===== src/rtl/ws281x_pkg.sv =====
// Shared types and default timing for the WS281x receiver and driver.
// Timing constants are in clock cycles at the default 25 MHz clock.
package ws281x_pkg;

   localparam int WordWidth = 24;

   localparam int DefClkFreq         = 25_000_000;
   localparam int DefMinHighCycles   = 3;
   localparam int DefBitThreshCycles = 15;
   localparam int DefMaxHighCycles   = 30;
   localparam int DefResetCycles     = 1250;

   // Nominal transmit timing used by the driver side.
   localparam int T0HCycles = 10;
   localparam int T1HCycles = 20;
   localparam int BitCycles = 31;

   typedef enum logic [1:0] {
      WAIT_GAP = 2'd0,
      IDLE     = 2'd1,
      HIGH     = 2'd2,
      LOW      = 2'd3
   } rx_state_e;

endpackage


===== src/rtl/ws281x_rx_if.sv =====
// Decoded-word stream from the WS281x receiver to its consumer.
interface ws281x_rx_if;
   import ws281x_pkg::*;

   // valid/ready: a word transfers on a rising clk edge where data_valid_o and
   // data_ready_i are both high; data_o is stable while valid waits for ready.
   logic [WordWidth-1:0] data_o;
   logic                 data_valid_o;
   logic                 data_ready_i;

   modport master (output data_o, output data_valid_o, input data_ready_i);
   modport slave  (input data_o, input data_valid_o, output data_ready_i);
endinterface


===== src/rtl/prim_flop_2sync.sv =====
// Two-flop synchroniser for bringing an asynchronous level into the clk domain.
module prim_flop_2sync #(
   parameter int          Width      = 1,
   parameter logic [Width-1:0] ResetValue = '0
) (
   input  logic             clk_i,
   input  logic             rst_i,
   input  logic [Width-1:0] d_i,
   output logic [Width-1:0] q_o
);

   logic [Width-1:0] meta;

   always_ff @(posedge clk_i) begin
      if (rst_i) begin
         meta <= ResetValue;
         q_o  <= ResetValue;
      end else begin
         meta <= d_i;
         q_o  <= meta;
      end
   end

endmodule


===== src/rtl/ws281x_rx.sv =====
// WS281x single-wire receiver: measures high-pulse widths to decode bits,
// assembles 24-bit words and detects the low reset gap that ends a frame.
module ws281x_rx
   import ws281x_pkg::*;
#(
   parameter int ClkFreq         = DefClkFreq,
   parameter int MinHighCycles   = DefMinHighCycles,
   parameter int BitThreshCycles = DefBitThreshCycles,
   parameter int MaxHighCycles   = DefMaxHighCycles,
   parameter int ResetCycles     = DefResetCycles
) (
   input  logic       clk_i,
   input  logic       rst_i,
   input  logic       din_i,
   ws281x_rx_if.master rx,
   output logic       frame_end_o,
   output logic       err_o,
   output logic       overflow_o,
   output logic       idle_o,
   output rx_state_e  state_o
);

   localparam int CntW = $clog2(ResetCycles + 1);
   localparam logic [CntW-1:0] CntOne     = CntW'(1);
   localparam logic [CntW-1:0] CntMax     = '1;
   localparam logic [CntW-1:0] MinHighC   = CntW'(MinHighCycles);
   localparam logic [CntW-1:0] BitThreshC = CntW'(BitThreshCycles);
   localparam logic [CntW-1:0] MaxHighP1C = CntW'(MaxHighCycles + 1);
   localparam logic [CntW-1:0] ResetC     = CntW'(ResetCycles);
   localparam logic [4:0]      LastBit    = 5'(WordWidth - 1);

   if (ClkFreq <= 0 || MinHighCycles > BitThreshCycles ||
       BitThreshCycles > MaxHighCycles || MaxHighCycles + 1 >= ResetCycles) begin : g_param_check
      $error("ws281x_rx: inconsistent timing parameters");
   end

   logic din_s, din_q, rise, fall;
   rx_state_e state, state_next;
   logic [CntW-1:0] cnt, cnt_next, cnt_inc;
   logic [4:0] bit_cnt, bit_cnt_next;
   logic [WordWidth-1:0] shreg, shreg_next;
   logic word_done, word_done_next;
   logic err_set, frame_set;

   prim_flop_2sync #(.Width(1), .ResetValue(1'b0)) u_sync (
      .clk_i (clk_i),
      .rst_i (rst_i),
      .d_i   (din_i),
      .q_o   (din_s)
   );

   assign rise    = din_s & ~din_q;
   assign fall    = ~din_s & din_q;
   assign cnt_inc = (cnt == CntMax) ? cnt : cnt + CntOne;
   assign state_o = state;

   always_ff @(posedge clk_i) begin
      if (rst_i) state <= WAIT_GAP;
      else       state <= state_next;
   end

   always_comb begin
      state_next = state;
      unique case (state)
         WAIT_GAP: if (!din_s && cnt_inc == ResetC) state_next = IDLE;
         IDLE:     if (rise) state_next = HIGH;
         HIGH: begin
            if (fall) state_next = (cnt < MinHighC) ? WAIT_GAP : LOW;
            else if (cnt_inc == MaxHighP1C) state_next = WAIT_GAP;
         end
         LOW: begin
            if (rise) state_next = HIGH;
            else if (cnt_inc == ResetC) state_next = IDLE;
         end
         default: state_next = WAIT_GAP;
      endcase
   end

   always_comb begin
      cnt_next       = cnt;
      bit_cnt_next   = bit_cnt;
      shreg_next     = shreg;
      word_done_next = 1'b0;
      err_set        = 1'b0;
      frame_set      = 1'b0;
      unique case (state)
         WAIT_GAP: cnt_next = din_s ? '0 : cnt_inc;
         IDLE:     if (rise) cnt_next = CntOne;
         HIGH: begin
            if (fall) begin
               if (cnt < MinHighC) begin
                  err_set      = 1'b1;
                  bit_cnt_next = '0;
                  cnt_next     = '0;
               end else begin
                  shreg_next = {shreg[WordWidth-2:0], (cnt >= BitThreshC)};
                  cnt_next   = CntOne;
                  if (bit_cnt == LastBit) begin
                     bit_cnt_next   = '0;
                     word_done_next = 1'b1;
                  end else begin
                     bit_cnt_next = bit_cnt + 5'd1;
                  end
               end
            end else if (cnt_inc == MaxHighP1C) begin
               err_set      = 1'b1;
               bit_cnt_next = '0;
               cnt_next     = '0;
            end else begin
               cnt_next = cnt_inc;
            end
         end
         LOW: begin
            if (rise) begin
               cnt_next = CntOne;
            end else begin
               cnt_next = cnt_inc;
               // A reset gap with bits pending means the word was truncated.
               if (cnt_inc == ResetC) begin
                  frame_set    = 1'b1;
                  err_set      = (bit_cnt != '0);
                  bit_cnt_next = '0;
               end
            end
         end
         default: cnt_next = '0;
      endcase
   end

   always_ff @(posedge clk_i) begin
      if (rst_i) begin
         din_q       <= 1'b0;
         cnt         <= '0;
         bit_cnt     <= '0;
         shreg       <= '0;
         word_done   <= 1'b0;
         err_o       <= 1'b0;
         frame_end_o <= 1'b0;
         idle_o      <= 1'b0;
      end else begin
         din_q       <= din_s;
         cnt         <= cnt_next;
         bit_cnt     <= bit_cnt_next;
         shreg       <= shreg_next;
         word_done   <= word_done_next;
         err_o       <= err_set;
         frame_end_o <= frame_set;
         idle_o      <= (state_next == WAIT_GAP) || (state_next == IDLE);
      end
   end

   // A completed word is dropped only if the held word is not leaving this cycle.
   always_ff @(posedge clk_i) begin
      if (rst_i) begin
         rx.data_o       <= '0;
         rx.data_valid_o <= 1'b0;
         overflow_o      <= 1'b0;
      end else begin
         overflow_o <= 1'b0;
         if (word_done) begin
            if (rx.data_valid_o && !rx.data_ready_i) begin
               overflow_o <= 1'b1;
            end else begin
               rx.data_o       <= shreg;
               rx.data_valid_o <= 1'b1;
            end
         end else if (rx.data_valid_o && rx.data_ready_i) begin
            rx.data_valid_o <= 1'b0;
         end
      end
   end

endmodule


===== src/flat_wrapper.sv =====
// flat-port wrapper written by rule: the top's interface ports become plain ports
module ws281x_rx_flat import ws281x_pkg::*;
#(
   parameter int ClkFreq         = DefClkFreq,
   parameter int MinHighCycles   = DefMinHighCycles,
   parameter int BitThreshCycles = DefBitThreshCycles,
   parameter int MaxHighCycles   = DefMaxHighCycles,
   parameter int ResetCycles     = DefResetCycles
)
  (clk_i, rst_i, din_i, frame_end_o, err_o, overflow_o, idle_o, state_o, rx_data_o, rx_data_valid_o, rx_data_ready_i);
  ws281x_rx_if rx_i ();
  input  logic clk_i;
  input  logic rst_i;
  input  logic din_i;
  output logic frame_end_o;
  output logic err_o;
  output logic overflow_o;
  output logic idle_o;
  output rx_state_e state_o;
  output wire logic [$bits(rx_i.data_o)-1:0] rx_data_o;
  output wire logic [$bits(rx_i.data_valid_o)-1:0] rx_data_valid_o;
  input wire logic [$bits(rx_i.data_ready_i)-1:0] rx_data_ready_i;
  assign rx_data_o = rx_i.data_o;
  assign rx_data_valid_o = rx_i.data_valid_o;
  assign rx_i.data_ready_i = rx_data_ready_i;
  ws281x_rx #(.ClkFreq(ClkFreq), .MinHighCycles(MinHighCycles), .BitThreshCycles(BitThreshCycles), .MaxHighCycles(MaxHighCycles), .ResetCycles(ResetCycles)) u_core (.clk_i(clk_i), .rst_i(rst_i), .din_i(din_i), .rx(rx_i), .frame_end_o(frame_end_o), .err_o(err_o), .overflow_o(overflow_o), .idle_o(idle_o), .state_o(state_o));
endmodule

===== config.mk =====
export PLATFORM = sky130hd
export DESIGN_NAME = ws281x_rx_flat
export DESIGN_NICKNAME = d
export VERILOG_FILES = /design/src/rtl/ws281x_pkg.sv /design/src/rtl/ws281x_rx_if.sv /design/src/rtl/prim_flop_2sync.sv /design/src/rtl/ws281x_rx.sv /design/src/flat_wrapper.sv
export SDC_FILE = /design/constraint.sdc
export NUM_CORES = 1
export LEC_CHECK = 0
export ABC_AREA = 1
export CORE_ASPECT_RATIO = 1.2
export CORE_UTILIZATION = 51
export CTS_CLUSTER_DIAMETER = 200
export DETAILED_ROUTE_END_ITERATION = 8
export MAX_ROUTING_LAYER = met4
export PLACE_DENSITY = 0.76
export SLEW_MARGIN = 25
export SYNTH_ARGS = -nofsm -noshare
export SYNTH_HDL_FRONTEND = slang
export SYNTH_SLANG_ARGS = --single-unit

===== constraint.sdc =====
create_clock -name clk_i -period 1.89 [get_ports clk_i]
set_input_delay 0.378 -clock clk_i [delete_from_list [all_inputs] [get_ports clk_i]]
set_output_delay 0.378 -clock clk_i [all_outputs]
set_load 0.005 [all_outputs]

* Word level (Yosys, flattened, before mapping)
Index checks and enable logic that the tools add are counted.
Storage, ports and cells: logic and storage cells 94, flip-flop bits (word level) 75, output and inout port bits 31
Operators by class: $add $sub $neg 2, order comparisons 2, eq/ne operators 13, reductions and logical operators 18, bitwise operators 10, multiplexer cells 35
Operators by type and width (count):
- two-way mux 11 bit | 6
- one-hot mux 11 bit (4 select lines) | 1
- two-way mux 5 bit | 6
- equality test 11 bit, second input constant | 2
- two-way mux 2 bit | 7
- two-way mux 1 bit | 12
- adder 11 x 1 -> 11 bit, second input constant | 1
- equality test 11 x 5 -> 1 bit, second input constant | 1
- greater-or-equal comparator 11 x 4 -> 1 bit, second input constant | 1
- < comparator 11 x 2 -> 1 bit, second input constant | 1
- one-hot mux 5 bit (2 select lines) | 1
- NOT 1 bit | 8
- one-hot mux 2 bit (4 select lines) | 1
- adder 5 x 1 -> 5 bit, second input constant | 1
- equality test 5 bit, second input constant | 1
- nonzero test 5 bit | 1
- equality test 2 x 1 -> 1 bit, second input constant | 2
- equality test 2 bit, second input constant | 2
- logical NOT 2 bit | 2
- != test 2 x 1 -> 1 bit, second input constant | 2
- != test 2 bit, second input constant | 2
- AND reduction 2 bit | 2
- AND reduction 4 bit | 1
- nonzero test 2 bit | 2
- other kinds (10) | 14

* Longest topological paths before layout
Gate-level depths: netlist (run 1).
depth after elaboration 8, mapped depth 15, gate-level depth less buffers 14

* Modules after synthesis
A second synthesis (run 1) with hierarchy kept.
Second synthesis, totals: cell total of the unflattened synthesis 478, area total of the unflattened synthesis 3420.8 µm²
By module, submodules not included:
- ws281x_rx | instances 1, area each 3365.7 µm², cells an instance 472
- prim_flop_2sync | instances 1, area each 55.1 µm², cells an instance 6

* Worst setup path before layout (run 1)
Ideal clock, no wire load.
path kind register to register, start reg u_core.cnt[0], end reg u_core.cnt[1], clock period less this slack 1.926 ns, setup slack -0.036 ns, cell stages (with the launch flop) 14, arrival 1.794 ns, buffers on the path 1, cells stage by stage dfxtp_1 > ha_1 > nand2_4 > nor2_8 > nand3_4 > buf_6 > nand2_1 > nand3_1 > nor2_1 > nand3_1 > nand2_2 > nand2_1 > nand3_1 > a21oi_1
On the way: cells in the longest elaborated chain, start to end 6
RTL lines:
- start, declared | RTL line ws281x_rx.sv:39 | logic [CntW-1:0] cnt, cnt_next, cnt_inc;
- start signal, assigned | RTL line ws281x_rx.sv:142 | cnt <= cnt_next;
- adder 11 x 1 -> 11 bit / equality test 11 bit (equally long branches) | RTL line ws281x_rx.sv:54 | assign cnt_inc = (cnt == CntMax) ? cnt : cnt + CntOne;
- two-way mux 11 bit * | RTL line ws281x_rx.sv:54
- equality test 11 x 5 -> 1 bit | RTL line ws281x_rx.sv:105 | end else if (cnt_inc == MaxHighP1C) begin
- two-way mux 11 bit | RTL line ws281x_rx.sv:105
- two-way mux 11 bit | RTL line ws281x_rx.sv:90 | if (fall) begin
- one-hot mux 11 bit (4 select lines) * | RTL line ws281x_rx.sv:86 | unique case (state)
Mark *: on every way between the ends. The rest lies on a longest branch, timed or not. A chain may end at the register's enable or synchronous reset.

* Worst setup path after layout (run 1)
start reg u_core.cnt[2], end reg u_core.bit_cnt[1]
On the way: cells in the longest elaborated chain, start to end 5
RTL lines:
- adder 11 x 1 -> 11 bit / equality test 11 bit (equally long branches) | RTL line ws281x_rx.sv:54
- two-way mux 11 bit | RTL line ws281x_rx.sv:54
- equality test 11 x 5 -> 1 bit / equality test 11 bit (equally long branches) | RTL line ws281x_rx.sv:105, ws281x_rx.sv:119
- != test 3 x 1 -> 1 bit (no source line) / != test 2 x 1 -> 1 bit (equally long branches)
- AND reduction 4 bit (no source line)
- end signal, assigned | RTL line ws281x_rx.sv:143 | bit_cnt <= bit_cnt_next;
- end, declared | RTL line ws281x_rx.sv:40 | logic [4:0] bit_cnt, bit_cnt_next;
Parallel ways exist; a longest one is shown, timed or not.

==> metrics.md, run 1 <==
| Metric | Value |
|---|---|
| Status | complete, but fails checks |
| Failing checks | negative setup slack |
| Combinational Power Share | 5.1% |
| CTS tree | built |
| Hold WC Path Type | flip-flop to flip-flop |
| Crit Path Class | flip-flop to flip-flop |
| Synth-to-layout area growth | 30.62% |
| Gp weighted congestion | 0.9466 |
| Worst setup margin | -0.1348 ns |
| CTS Root Cell | clkbuf_8 |
| R2r endpoint | u_core.bit_cnt[1]$_SDFFE_PP0P_ |
| Met3 Use GR | 4.911% |
| Worst-skew pair later-pin latency | 0.34 ns |
| Critical Path AT | 2.28 ns |
| Leakage | 1.732 nW |
| Internal cell power | 2.396 mW |
| Reg-to-reg startpoint | u_core.cnt[2]$_SDFFE_PP0P_ |
| Setup slack, reg-to-reg | -0.13 ns |
| Register area share after synthesis | 45.30% |
| Gate count of the mapped netlist | 455 |
| Fmax | 0.4939 GHz |
| Number of fill cells in the layout | 498 |
| Cell Area, Synth | 3314 µm² |
| Post-synth top cells | dfxtp_1 (75), a21oi_1 (64), inv_1 (64), nand2_1 (63), o21ai_0 (55) |
| Main combinational cell family by area after synthesis | simple AND/OR/NAND/NOR gates |
| CP startpoint | u_core.cnt[2]$_SDFFE_PP0P_ |
| Die area | 6827 µm² |
| WL/cell | 13.01 µm |
| Net Switching | 0.6673 mW |
| Req. time, crit path | 2.14 ns |
| Sw Share | 21.78% |
| Post-Synth Adder-Cell Area | 1.133% |
| Synth warnings | 0 |
| Via-to-Cell Ratio | 5.222 |
| Clock power frac | 43.0% |
| Asr flop ratio synth | 0% |
| Area contributors post-synth | dfxtp_1 (45%), a21oi_1 (9.7%), o21ai_0 (8.3%), inv_1 (7.2%), nand2_1 (7.1%) |
| RSZ-0062 raised after global routing | true |
| Pwr Total | 3.064 mW |
| Placed cells | 573 |
| Number of I/O pins | 35 |
| Die width | 75.59 µm |
| H-tree depth | 3 |
| Largest net degree at the start of global routing | 48 |
| First-pass iteration count of the detailed router | 4 |
| Placed inst area | 3872 µm² |
| Final hold viol count | 0 |
| Min cycle time layout | 2.025 ns |
| ANT nets after route | 0 |
| Most numerous cell in the Yosys netlist | dfxtp_1 |
| First-pass GRT wire length | 12.17 mm |
| GR peak layer | met2 |
| Row Count | 31 |
| Design area | 4329 µm² |
| Clock transition at the registers of the reported paths | 0.08 ns |
| Mean Syn Cell Area | 7.284 µm² |
| Multiplexer share of the synthesized area | 0% |
| Synth Area in XOR/XNOR | 1.057% |
| Clock Skew | 0.009649 ns |
| Grt total ovfl | 0 |
| Setup TNS | -0.4909 ns |
| # setup viols final | 9 |
| Setup crit end | u_core.bit_cnt[1]$_SDFFE_PP0P_ |
| Initial Util | 53.74% |
| Syn nets | 462 |
| PwrDens | 707.7 nW/µm² |
| Met1 Track Usage GR | 27.72% |
| Gr usage total | 23.40% |
| HPWL after DPL | 4.943 mm |
| Share of cells above drive strength 1 | 17.25% |
| Yosys top cell area share | 45.30% |
| Initial DRC count | 202 |
| IO Port Bufs | 34 |
| DRC viols | 0 |
| Fin util | 70.20% |
| # diodes | 0 |
| Via Count | 3,123 |
| Simple-gate area share of the yosys netlist | 22.95% |
| Top_reg_cell synth | dfxtp_1 |
| CTS Buffer Depth | 2 |
| Met2 Track Usage GR | 37.87% |
| Max-slew violations | 0 |
| Critical Path Fanout Max | 8 |
| Clk sink count | 75 |
| Top cell type by total area after synthesis | dfxtp_1 |
| Final std cells w/o fill | 598 |
| EDFF count, synth | 0 |
| Compound-Gate Fraction of Synth Area | 19.63% |
| Slew Limit Headroom | 48.06% |
| Hold_buf cts | 0 |
| Routed WL | 7.778 mm |
| Core Area | 6167 µm² |
| Initial antenna violation count | 0 |
| Synth unique cells | 33 |
| CP endpoint kind | flip-flop |
| Final net count | 519 |
| CP Launch Type | flip-flop |
| R2R cell count | 13 |
| Num CTS Buffers | 9 |
| Synth Register Bits | 75 |
| Die height | 90.31 µm |
| Maximum vdd drop | 0.6121 mV |
| Vias in the first global route | 2,868 |
| Worst-Margin Slew | 0.7709 ns |
| Sequential power share | 52.0% |
| Ratio of final minimum period to clock period | 107.1% |
| Max_cap viols | 0 |
-- cells in the final DEF (no fill, tap or decap), drive strengths merged --
cell,Yosys,routed
o21bai,1,1
bufinv,0,2
clkbuf,18,9
clkinv,0,2
nor4,1,1
nand2,66,66
o31ai,2,2
or2,1,1
nor3,5,5
inv,65,66
o211ai,1,1
clkdlybuf4s50,0,34
xor2,1,1
nor2,50,50
ha,3,3
nand4,9,9
nand3,28,29
buf,2,31
a22oi,1,1
nand3b,2,2
a21oi,64,64
o221ai,1,1
o21ai,56,56
xnor2,3,3
dfxtp,75,75
clkinvlp,0,1
-- registers in the layout, indices dropped and copies added (netlist names), 2 cells and up --
| register | cells |
|---|---|
| u_core.state_o | 2 |
| u_core.bit_cnt | 5 |
| u_core.cnt | 11 |
| u_core.rx.data_o | 24 |
| u_core.shreg | 24 |
-- cell type report --
class / instances / area, µm² / share of cell area, %
inverters: 65 / 244.0 / 5.636
flip-flops and latches: 75 / 1515 / 35.00
multi-input cells: 296 / 1652 / 38.15
well taps: 82 / 102.6 / 2.370
clock inverters: 6 / 90.09 / 2.081
clock buffers: 9 / 123.9 / 2.861
repair buffers: 65 / 601.8 / 13.90
-- timing repair --
| action | CTS | global route |
|---|---|---|
| buffers inserted | 3 | 6 |
| resized for setup | 12 | 28 |
| gates cloned | 1 | 0 |
| endpoints found under the setup margin | 15 | 42 |
| pin swaps | 4 | 12 |
-- worst min-delay path by stage --
stage                                        from                      endpoint  slack [ns]  depth (start not counted)
detailed placement  u_core.u_sync.meta$_SDFF_PP0_  u_core.u_sync.q_o$_SDFF_PP0_        0.42                          2
CTS                 u_core.u_sync.meta$_SDFF_PP0_  u_core.u_sync.q_o$_SDFF_PP0_        0.44                          2
global placement    u_core.u_sync.meta$_SDFF_PP0_  u_core.u_sync.q_o$_SDFF_PP0_        0.43                          2
finish              u_core.u_sync.meta$_SDFF_PP0_  u_core.u_sync.q_o$_SDFF_PP0_        0.43                          2
global route        u_core.u_sync.meta$_SDFF_PP0_  u_core.u_sync.q_o$_SDFF_PP0_        0.46                          2
floorplan           u_core.u_sync.meta$_SDFF_PP0_  u_core.u_sync.q_o$_SDFF_PP0_        0.39                          2
-- per-layer routing --
metal  vias up  routed length [µm]  part of all wire (%)
met4         0                 148                   1.9
met1      1434                3349                    43
li1       1601                   -                     -
met2        73                3923                    50
met5         -                   0                     0
met3        15                 357                   4.6
-- stage by stage --
step           setup WS (ns)  hold WS (ns)
2_1_floorplan        0.01742        0.3883
4_1_cts           -0.0008324        0.4375
5_1_grt              -0.2674        0.4551
3_3_place_gp        -0.06574        0.4293
6_report             -0.1348        0.4333
3_5_place_dp        -0.09667        0.4198
-- logic make-up (layout without fill, tap and decap cells) --
kind of cell	after synthesis	count (layout)
buffers and inverters	85	145
and+or+nand+nor	162	163
adders and majority gates	3	3
AOI/OAI and AO/OA	126	126
DFF	75	75
xor gates and xnor gates	4	4
-- power by group through the flow --
| stage | combinational, mW | sequential (mW) | clock (mW) |
|---|---|---|---|
| 2_1_floorplan | 0.0719 | 1.63 | 0 |
| 3_3_place_gp | 0.118 | 1.63 | 0 |
| 3_5_place_dp | 0.119 | 1.63 | 0 |
| 4_1_cts | 0.129 | 1.60 | 1.34 |
| 5_1_grt | 0.170 | 1.59 | 1.40 |
| 6_report | 0.155 | 1.59 | 1.32 |
-- critical path, stage by stage (launching register included) --
cell and delay [ns]:
dfxtp_1 0.37, buf_4 0.14, nand2_4 0.07, nor2_8 0.18, nand3_4 0.16, nand2_2 0.12
inv_1 0.08, nor2_1 0.14, nand3_2 0.12, nand2_4 0.13, buf_4 0.13, nand4_1 0.10
nand2_1 0.13, nor2_1 0.04
Note: power is estimated with default switching activity, not from simulation.
==> run 2, diff against run 1 <==
--- a/config.mk
+++ b/config.mk
@@ -12,7 +12,8 @@
 export DETAILED_ROUTE_END_ITERATION = 8
 export MAX_ROUTING_LAYER = met4
 export PLACE_DENSITY = 0.76
-export SLEW_MARGIN = 25
+export SKIP_LAST_GASP = 1
+export SLEW_MARGIN = 30
 export SYNTH_ARGS = -nofsm -noshare
 export SYNTH_HDL_FRONTEND = slang
 export SYNTH_SLANG_ARGS = --single-unit
==> results of run 2 <==
No change in the layout: final DEF, timing and power equal those of run 1.
